## src/rtl/deploy_scheduler_pkg.sv

```systemverilog
// Shared definitions for the deploy scheduler: scheduler FSM encodings,
// army type IDs and the number of deployable types.
package deploy_scheduler_pkg;

    localparam int N_TYPES = 8;

    localparam logic [1:0] DS_IDLE   = 2'd0;
    localparam logic [1:0] DS_OFFER  = 2'd1;
    localparam logic [1:0] DS_COMMIT = 2'd2;

    typedef enum logic [2:0] {
        KILLER_BIRD  = 3'd0,
        WHITE_BEAR   = 3'd1,
        METAL_DUCK   = 3'd2,
        BLACK_BEAR   = 3'd3,
        FIRE_ANT     = 3'd4,
        IRON_GOLEM   = 3'd5,
        WIND_HAWK    = 3'd6,
        STONE_TURTLE = 3'd7
    } army_t;

endpackage

```

## src/rtl/deploy_stats_rom.sv

```systemverilog
// Combinational army stats table: type ID to deploy cost and cooldown reload
// (cooldown in game ticks; 0 means the type never cools).
module deploy_stats_rom
    import deploy_scheduler_pkg::*;
#(
    parameter int CD_W   = 8,
    parameter int COST_W = 15
) (
    input  logic [2:0]        army,
    output logic [COST_W-1:0] cost,
    output logic [CD_W-1:0]   cd_init
);

    always_comb begin
        cost    = '0;
        cd_init = '0;
        case (army)
            KILLER_BIRD:  begin cost = COST_W'(50);  cd_init = CD_W'(2);  end
            WHITE_BEAR:   begin cost = COST_W'(100); cd_init = CD_W'(5);  end
            METAL_DUCK:   begin cost = COST_W'(75);  cd_init = CD_W'(4);  end
            BLACK_BEAR:   begin cost = COST_W'(120); cd_init = CD_W'(6);  end
            FIRE_ANT:     begin cost = COST_W'(60);  cd_init = CD_W'(3);  end
            IRON_GOLEM:   begin cost = COST_W'(200); cd_init = CD_W'(8);  end
            WIND_HAWK:    begin cost = COST_W'(150); cd_init = CD_W'(0);  end
            STONE_TURTLE: begin cost = COST_W'(300); cd_init = CD_W'(10); end
            default:      begin cost = '0;           cd_init = '0;        end
        endcase
    end

endmodule

```

## src/rtl/deploy_scheduler.sv

```systemverilog
// Latches army button clicks, picks one affordable request round-robin, offers it
// to the engine and debits its cost. Per-type cooldowns are built with DEPLOY_CD_EN.
module deploy_scheduler #(
    parameter int N_TYPES = deploy_scheduler_pkg::N_TYPES,
    parameter int CD_W    = 8,
    parameter int COST_W  = 15
) (
    input  logic               clk_25MHz,
    input  logic               rst_n,
    input  logic               game_init,
    input  logic               tick,
    input  logic [N_TYPES-1:0] req,
    input  logic [COST_W-1:0]  money,
    output logic               spawn_valid,
    output logic [2:0]         spawn_type,
    input  logic               spawn_ready,
    output logic               debit_valid,
    output logic [COST_W-1:0]  debit_amount,
    output logic [N_TYPES-1:0] pending,
    output logic [N_TYPES-1:0] cd_busy
);
    import deploy_scheduler_pkg::DS_IDLE;
    import deploy_scheduler_pkg::DS_OFFER;
    import deploy_scheduler_pkg::DS_COMMIT;

    logic [1:0]         state;
    logic [2:0]         rr;
    logic [2:0]         pick;
    logic [2:0]         idx;
    logic               any_elig;
    logic               commit;
    logic [N_TYPES-1:0] elig;
    logic [N_TYPES-1:0] accept;
    logic [N_TYPES-1:0] pending_next;
    logic [COST_W-1:0]  cost    [N_TYPES];
    logic [CD_W-1:0]    cd_init [N_TYPES];

    assign commit = (state == DS_COMMIT);

    for (genvar k = 0; k < N_TYPES; k++) begin : g_type
        deploy_stats_rom #(
            .CD_W   (CD_W),
            .COST_W (COST_W)
        ) u_rom (
            .army    (3'(k)),
            .cost    (cost[k]),
            .cd_init (cd_init[k])
        );
        assign elig[k] = pending[k] && (money >= cost[k]);
    end

    // Scan starts at rr so the type after the last one served gets first claim.
    always_comb begin
        any_elig = 1'b0;
        pick     = rr;
        idx      = rr;
        for (int i = 0; i < N_TYPES; i++) begin
            idx = rr + 3'(i);
            if (!any_elig && elig[idx]) begin
                any_elig = 1'b1;
                pick     = idx;
            end
        end
    end

`ifdef DEPLOY_CD_EN
    logic [CD_W-1:0] cd [N_TYPES];

    // The commit reload wins over a tick landing in the same cycle.
    always_ff @(posedge clk_25MHz or negedge rst_n) begin
        if (!rst_n) begin
            for (int k = 0; k < N_TYPES; k++) cd[k] <= '0;
        end else if (game_init) begin
            for (int k = 0; k < N_TYPES; k++) cd[k] <= '0;
        end else begin
            for (int k = 0; k < N_TYPES; k++) begin
                if (commit && (spawn_type == 3'(k)))
                    cd[k] <= cd_init[k];
                else if (tick && (cd[k] != '0))
                    cd[k] <= cd[k] - CD_W'(1);
            end
        end
    end

    for (genvar k = 0; k < N_TYPES; k++) begin : g_cd
        assign cd_busy[k] = (cd[k] != '0);
        assign accept[k]  = req[k] && (cd[k] == '0);
    end
`else
    logic unused_cd;

    assign cd_busy = '0;
    assign accept  = req & ~pending;

    always_comb begin
        unused_cd = tick;
        for (int k = 0; k < N_TYPES; k++) unused_cd = unused_cd ^ (^cd_init[k]);
    end
`endif

    // A click on the type being committed this cycle is lost: the clear wins.
    always_comb begin
        pending_next = pending | accept;
        if (commit) pending_next[spawn_type] = 1'b0;
    end

    always_ff @(posedge clk_25MHz or negedge rst_n) begin
        if (!rst_n)         pending <= '0;
        else if (game_init) pending <= '0;
        else                pending <= pending_next;
    end

    // Handshake: spawn_type is held while spawn_valid is high; the spawn transfers on
    // the cycle spawn_valid && spawn_ready, and debit_valid pulses in the next cycle.
    always_ff @(posedge clk_25MHz or negedge rst_n) begin
        if (!rst_n) begin
            state        <= DS_IDLE;
            rr           <= '0;
            spawn_valid  <= 1'b0;
            spawn_type   <= '0;
            debit_valid  <= 1'b0;
            debit_amount <= '0;
        end else if (game_init) begin
            state        <= DS_IDLE;
            rr           <= '0;
            spawn_valid  <= 1'b0;
            spawn_type   <= '0;
            debit_valid  <= 1'b0;
            debit_amount <= '0;
        end else begin
            case (state)
                DS_IDLE: begin
                    if (any_elig) begin
                        spawn_type  <= pick;
                        spawn_valid <= 1'b1;
                        state       <= DS_OFFER;
                    end
                end
                DS_OFFER: begin
                    if (spawn_ready) begin
                        spawn_valid  <= 1'b0;
                        debit_valid  <= 1'b1;
                        debit_amount <= cost[spawn_type];
                        state        <= DS_COMMIT;
                    end else if (money < cost[spawn_type]) begin
                        spawn_valid <= 1'b0;
                        state       <= DS_IDLE;
                    end
                end
                DS_COMMIT: begin
                    debit_valid  <= 1'b0;
                    debit_amount <= '0;
                    rr           <= spawn_type + 3'd1;
                    state        <= DS_IDLE;
                end
                default: begin
                    spawn_valid <= 1'b0;
                    state       <= DS_IDLE;
                end
            endcase
        end
    end

endmodule

```

## config.mk

```make
export PLATFORM = sky130hd
export DESIGN_NAME = deploy_scheduler
export DESIGN_NICKNAME = d
export VERILOG_FILES = /design/src/rtl/deploy_scheduler_pkg.sv /design/src/rtl/deploy_stats_rom.sv /design/src/rtl/deploy_scheduler.sv
export SDC_FILE = /design/constraint.sdc
export NUM_CORES = 1
export LEC_CHECK = 0
export ABC_CLOCK_PERIOD_IN_PS = 4400
export BUFFER_PORTS_ARGS = -buffer_cell sky130_fd_sc_hd__buf_2
export CAP_MARGIN = 15
export CORE_ASPECT_RATIO = 1.5
export CORE_UTILIZATION = 55
export CTS_BUF_LIST = sky130_fd_sc_hd__clkbuf_16
export DETAILED_ROUTE_END_ITERATION = 7
export PLACE_DENSITY = 0.92
export SYNTH_ARGS = -nofsm -noshare
export SYNTH_HDL_FRONTEND = slang
export SYNTH_SLANG_ARGS = --single-unit
```

## constraint.sdc

```tcl
create_clock -name clk_25MHz -period 4.4 [get_ports clk_25MHz]
set_clock_uncertainty 0.05 [all_clocks]
set_input_delay 0.44 -clock clk_25MHz [delete_from_list [all_inputs] [get_ports clk_25MHz]]
set_output_delay 0.44 -clock clk_25MHz [all_outputs]
set_load 0.02 [all_outputs]
```

==> metrics.md <==
| Metric | Value |
|---|---|
| Status | finished, final reports clean |
| Tcrit/Tclk final | 79.2% |
| Root Driver | clkbuf_16 |
| Area Overhead vs Synth | 11.5% |
| Starting density of the core | 57.9% |
| Reg-to-reg slack, setup | 910 ps |
| I/O pin cnt | 64 |
| CP Max Fanout | 14 |
| Remaining DRCs | 0 |
| Clk sinks | 27 |
| Setup TNS Final | 0 ps |
| Routed vias | 2635 |
| YS warnings | 0 |
| FF-to-FF Start | rr[0] |
| First-pass GRT wire length | 12.3 mm |
| Ant diodes | 0 |
| Crit start category | flip-flop |
| Crit path DAT | 3640 ps |
| CP startpoint | rr[0] |
| Total power | 0.000928 W |
| Maximum clock frequency | 0.287 GHz |
| Slew @ Worst Pin | 1040 ps |
| Clk slew on worst S/H paths | 70 ps |
| Cell Int Power | 0.000551 W |
| Post-cts hold buffer count | 0 |
| Final Hold Vio Count | 0 |
| Critical-path top delay cell | ha_1 |
| RePlAce Congestion | 0.914 |
| GRT Util Overall | 31.7% |
| Worst reg2reg endpoint | spawn_type[0] |
| Critical Path Most Common Cell | nor3_1 |
| Post-synth EDFFs | 0 |
| TritonRoute pass-1 iters | 4 |
| Slew margin rel. | 29.9% |
| Sequential element share of the synthesized area | 25.7% |
| Max VDD drop | 0.339 mV |
| CP Class | reg2reg |
| Final WL | 7.48 mm |
| Vias in the first global route | 2545 |
| Post-CTS sizing | 0 |
| Nets | 386 |
| Post-CTS Setup Inserts | 0 |
| Final slew viol count | 0 |
| CTS tree | built |
| Sw Share | 40.7% |
| Cell area after synthesis | 2630 um^2 |
| Fin crit period | 3490 ps |
| Post-DR vias/cell | 6.49 |
| Comb pwr share | 43.8% |
| PD cells | 317 nW/um^2 |
| Sequential power share | 33.3% |
| RSZ-0062 raised after global routing | false |
| Final count of negative-setup-slack endpoints | 0 |
| Crit path cell chain | clkinv_1 > ha_1 > nor3_1 > a2111oi_0 > nor3_1 > and4_1 > a211o_2 > or4b_1 > nand3_1 |
| Final ANT Viol Nets | 0 |
| Required @ worst endpoint | 4550 ps |
| Synthesis-stage register bit count | 27 |
| Cells after synthesis | 303 |
| Drt wl/cell | 18.4 um |
| R2R cell count | 9 |
| Switching pwr | 0.000377 W |
| Iteration-0 DRC Markers | 122 |
| Async SR Flop Fraction | 100% |
| Static Leak | 1.30 nW |
| PortBufs | 48 |
| Die W | 58.5 um |
| Synth unique cells | 70 |
| Clock Latency Late Sink | 260 ps |
| Num rows | 30 |
| Clock Power Share | 22.9% |
| Initial antenna violation count | 0 |
| Gr ovfl total | 0 |
| TritonCTS buffer count | 3 |
| Die area | 5070 um^2 |
| Worst path max stage delay | 630 ps |
| # H-tree levels | 1 |
| Largest net degree at the start of global routing | 28 |
| CP Capture Type | flip-flop |
| Max Root-Sink Buffers | 2 |
| Core Region | 4540 um^2 |
| Die Ht | 86.7 um |
| Number of max-cap violations | 0 |
| Mapped Avg Cell Area | 8.68 um^2 |
| Share of cells above drive strength 1 | 24.0% |
| Post-DP HPWL | 5.56 mm |
| Tightest Hold Check Type | in2async |
| Main synth FF type | dfrtp_1 |
-- flip-flops by register name (all words and copies together), names as in the netlist --
name / flops
state: 2
spawn_type: 3
debit_valid: 1
debit_amount: 9
rr: 3
pending: 8
spawn_valid: 1
-- cells in the mapped netlist, drive strengths merged, types with 2 or more instances --
cell type  instances  area share (%)
o2bb2ai            3             1.0
clkinv             2            0.29
or3                2            0.48
a211o              4             1.4
ha                15             7.1
o21bai             2            0.57
or2                4            0.95
nor2              23             3.3
o311a              3             1.1
xnor2              2            0.67
a21boi             3            0.86
o2111ai            2            0.67
nor4               3             2.1
nor3b              2            0.57
nor2b              3            0.71
inv                8             1.1
o21ai             17             3.2
a211oi             9             2.6
or4                4             1.3
mux4               4             3.4
a21o               5             1.4
nand4              3            0.71
nand2b             4            0.95
o22ai              4            0.95
and4               2            0.67
nor3               7             1.3
a2111oi            2            0.71
a31oi              3            0.71
o32ai              3             1.3
nand2             32             4.8
a311oi             4             1.3
mux2i              7             2.8
mux2               5             2.1
buf               20             5.3
dfrtp             27              26
nand3b             2            0.57
clkbuf             9             1.3
o31ai              4             1.3
a21oi             14             2.7
a41oi              3             1.0
nand3             10             2.1
o211a              2            0.76
xor2               2            0.67
-- worst max-delay path, delay by kind of cell (launching register included) --
family / cells / cell delay, ps
simple gates: 5 / 1240
fa+ha+maj: 1 / 630
compound gates: 2 / 910
flops: 1 / 360
buf+inv: 1 / 230
-- metrics by stage --
step           cells  setup WS (ps)  hold slack [ps]  utilization (%)  area [um^2]
6_report         406            913              128             64.5         2930
5_1_grt          406            754              177             64.5         2930
4_1_cts          406            975              146             64.5         2930
3_5_place_dp     402            842              421             62.7         2850
3_3_place_gp     402            907              410             62.7         2850
2_1_floorplan    316           1110             94.4                -         2680
-- power groups by stage --
stage | registers (W) | logic [W] | clock network (W)
floorplan | 0.000319 | 0.000281 | 0
global placement | 0.000310 | 0.000382 | 0
detailed placement | 0.000311 | 0.000392 | 0
CTS | 0.000307 | 0.000402 | 0.000212
global route | 0.000312 | 0.000443 | 0.000220
finish | 0.000309 | 0.000407 | 0.000213
-- layer usage --
metal / vias up / GRT usage, % / wire length [um]
met5: - / 0 / 0
met4: 0 / 20.1 / 511
met3: 45 / 2.39 / 384
met2: 136 / 55.2 / 3850
met1: 1245 / 36.9 / 2730
li1: 1209 / - / -
-- cell families after synthesis --
kind of cell / share of synthesized area, %
AOI/OAI and AO/OA: 27.5
xor gates and xnor gates: 1.33
adders and majority gates: 7.14
buffers and inverters: 7.99
DFF: 25.7
muxes: 8.37
other: 0.143
and+or+nand+nor: 21.8
-- placed cells by master (no fill, tap or decap), drive strengths merged, types with 4 or more instances in the layout --
| cell type | n |
|---|---|
| or2 | 4 |
| mux4 | 4 |
| a311oi | 4 |
| conb | 14 |
| ha | 15 |
| nor3 | 7 |
| or4 | 4 |
| o21ai | 17 |
| o22ai | 4 |
| nand3 | 10 |
| a211o | 4 |
| o31ai | 4 |
| nand2b | 4 |
| a21oi | 14 |
| buf | 51 |
| mux2i | 7 |
| nor2 | 23 |
| a21o | 5 |
| nand2 | 32 |
| dfrtp | 27 |
| inv | 8 |
| a211oi | 9 |
| mux2 | 5 |
-- how the worst max path moves through the flow --
stage / end / slack (ps)
floorplan: spawn_type[0] / 1110
finish: spawn_type[0] / 910
global placement: spawn_type[0] / 910
CTS: spawn_type[0] / 970
global route: spawn_type[0] / 750
detailed placement: spawn_type[0] / 840
-- cell type report --
cell class	count	area [um^2]
clock buffers	3	75.1
clock inverters	1	7.51
fillers	368	1610
inverters	10	37.5
multi-input cells	250	1790
flip-flops and latches	27	676
well taps	64	80.1
repair buffers	51	263
Note: power is estimated with default switching activity, not from simulation.
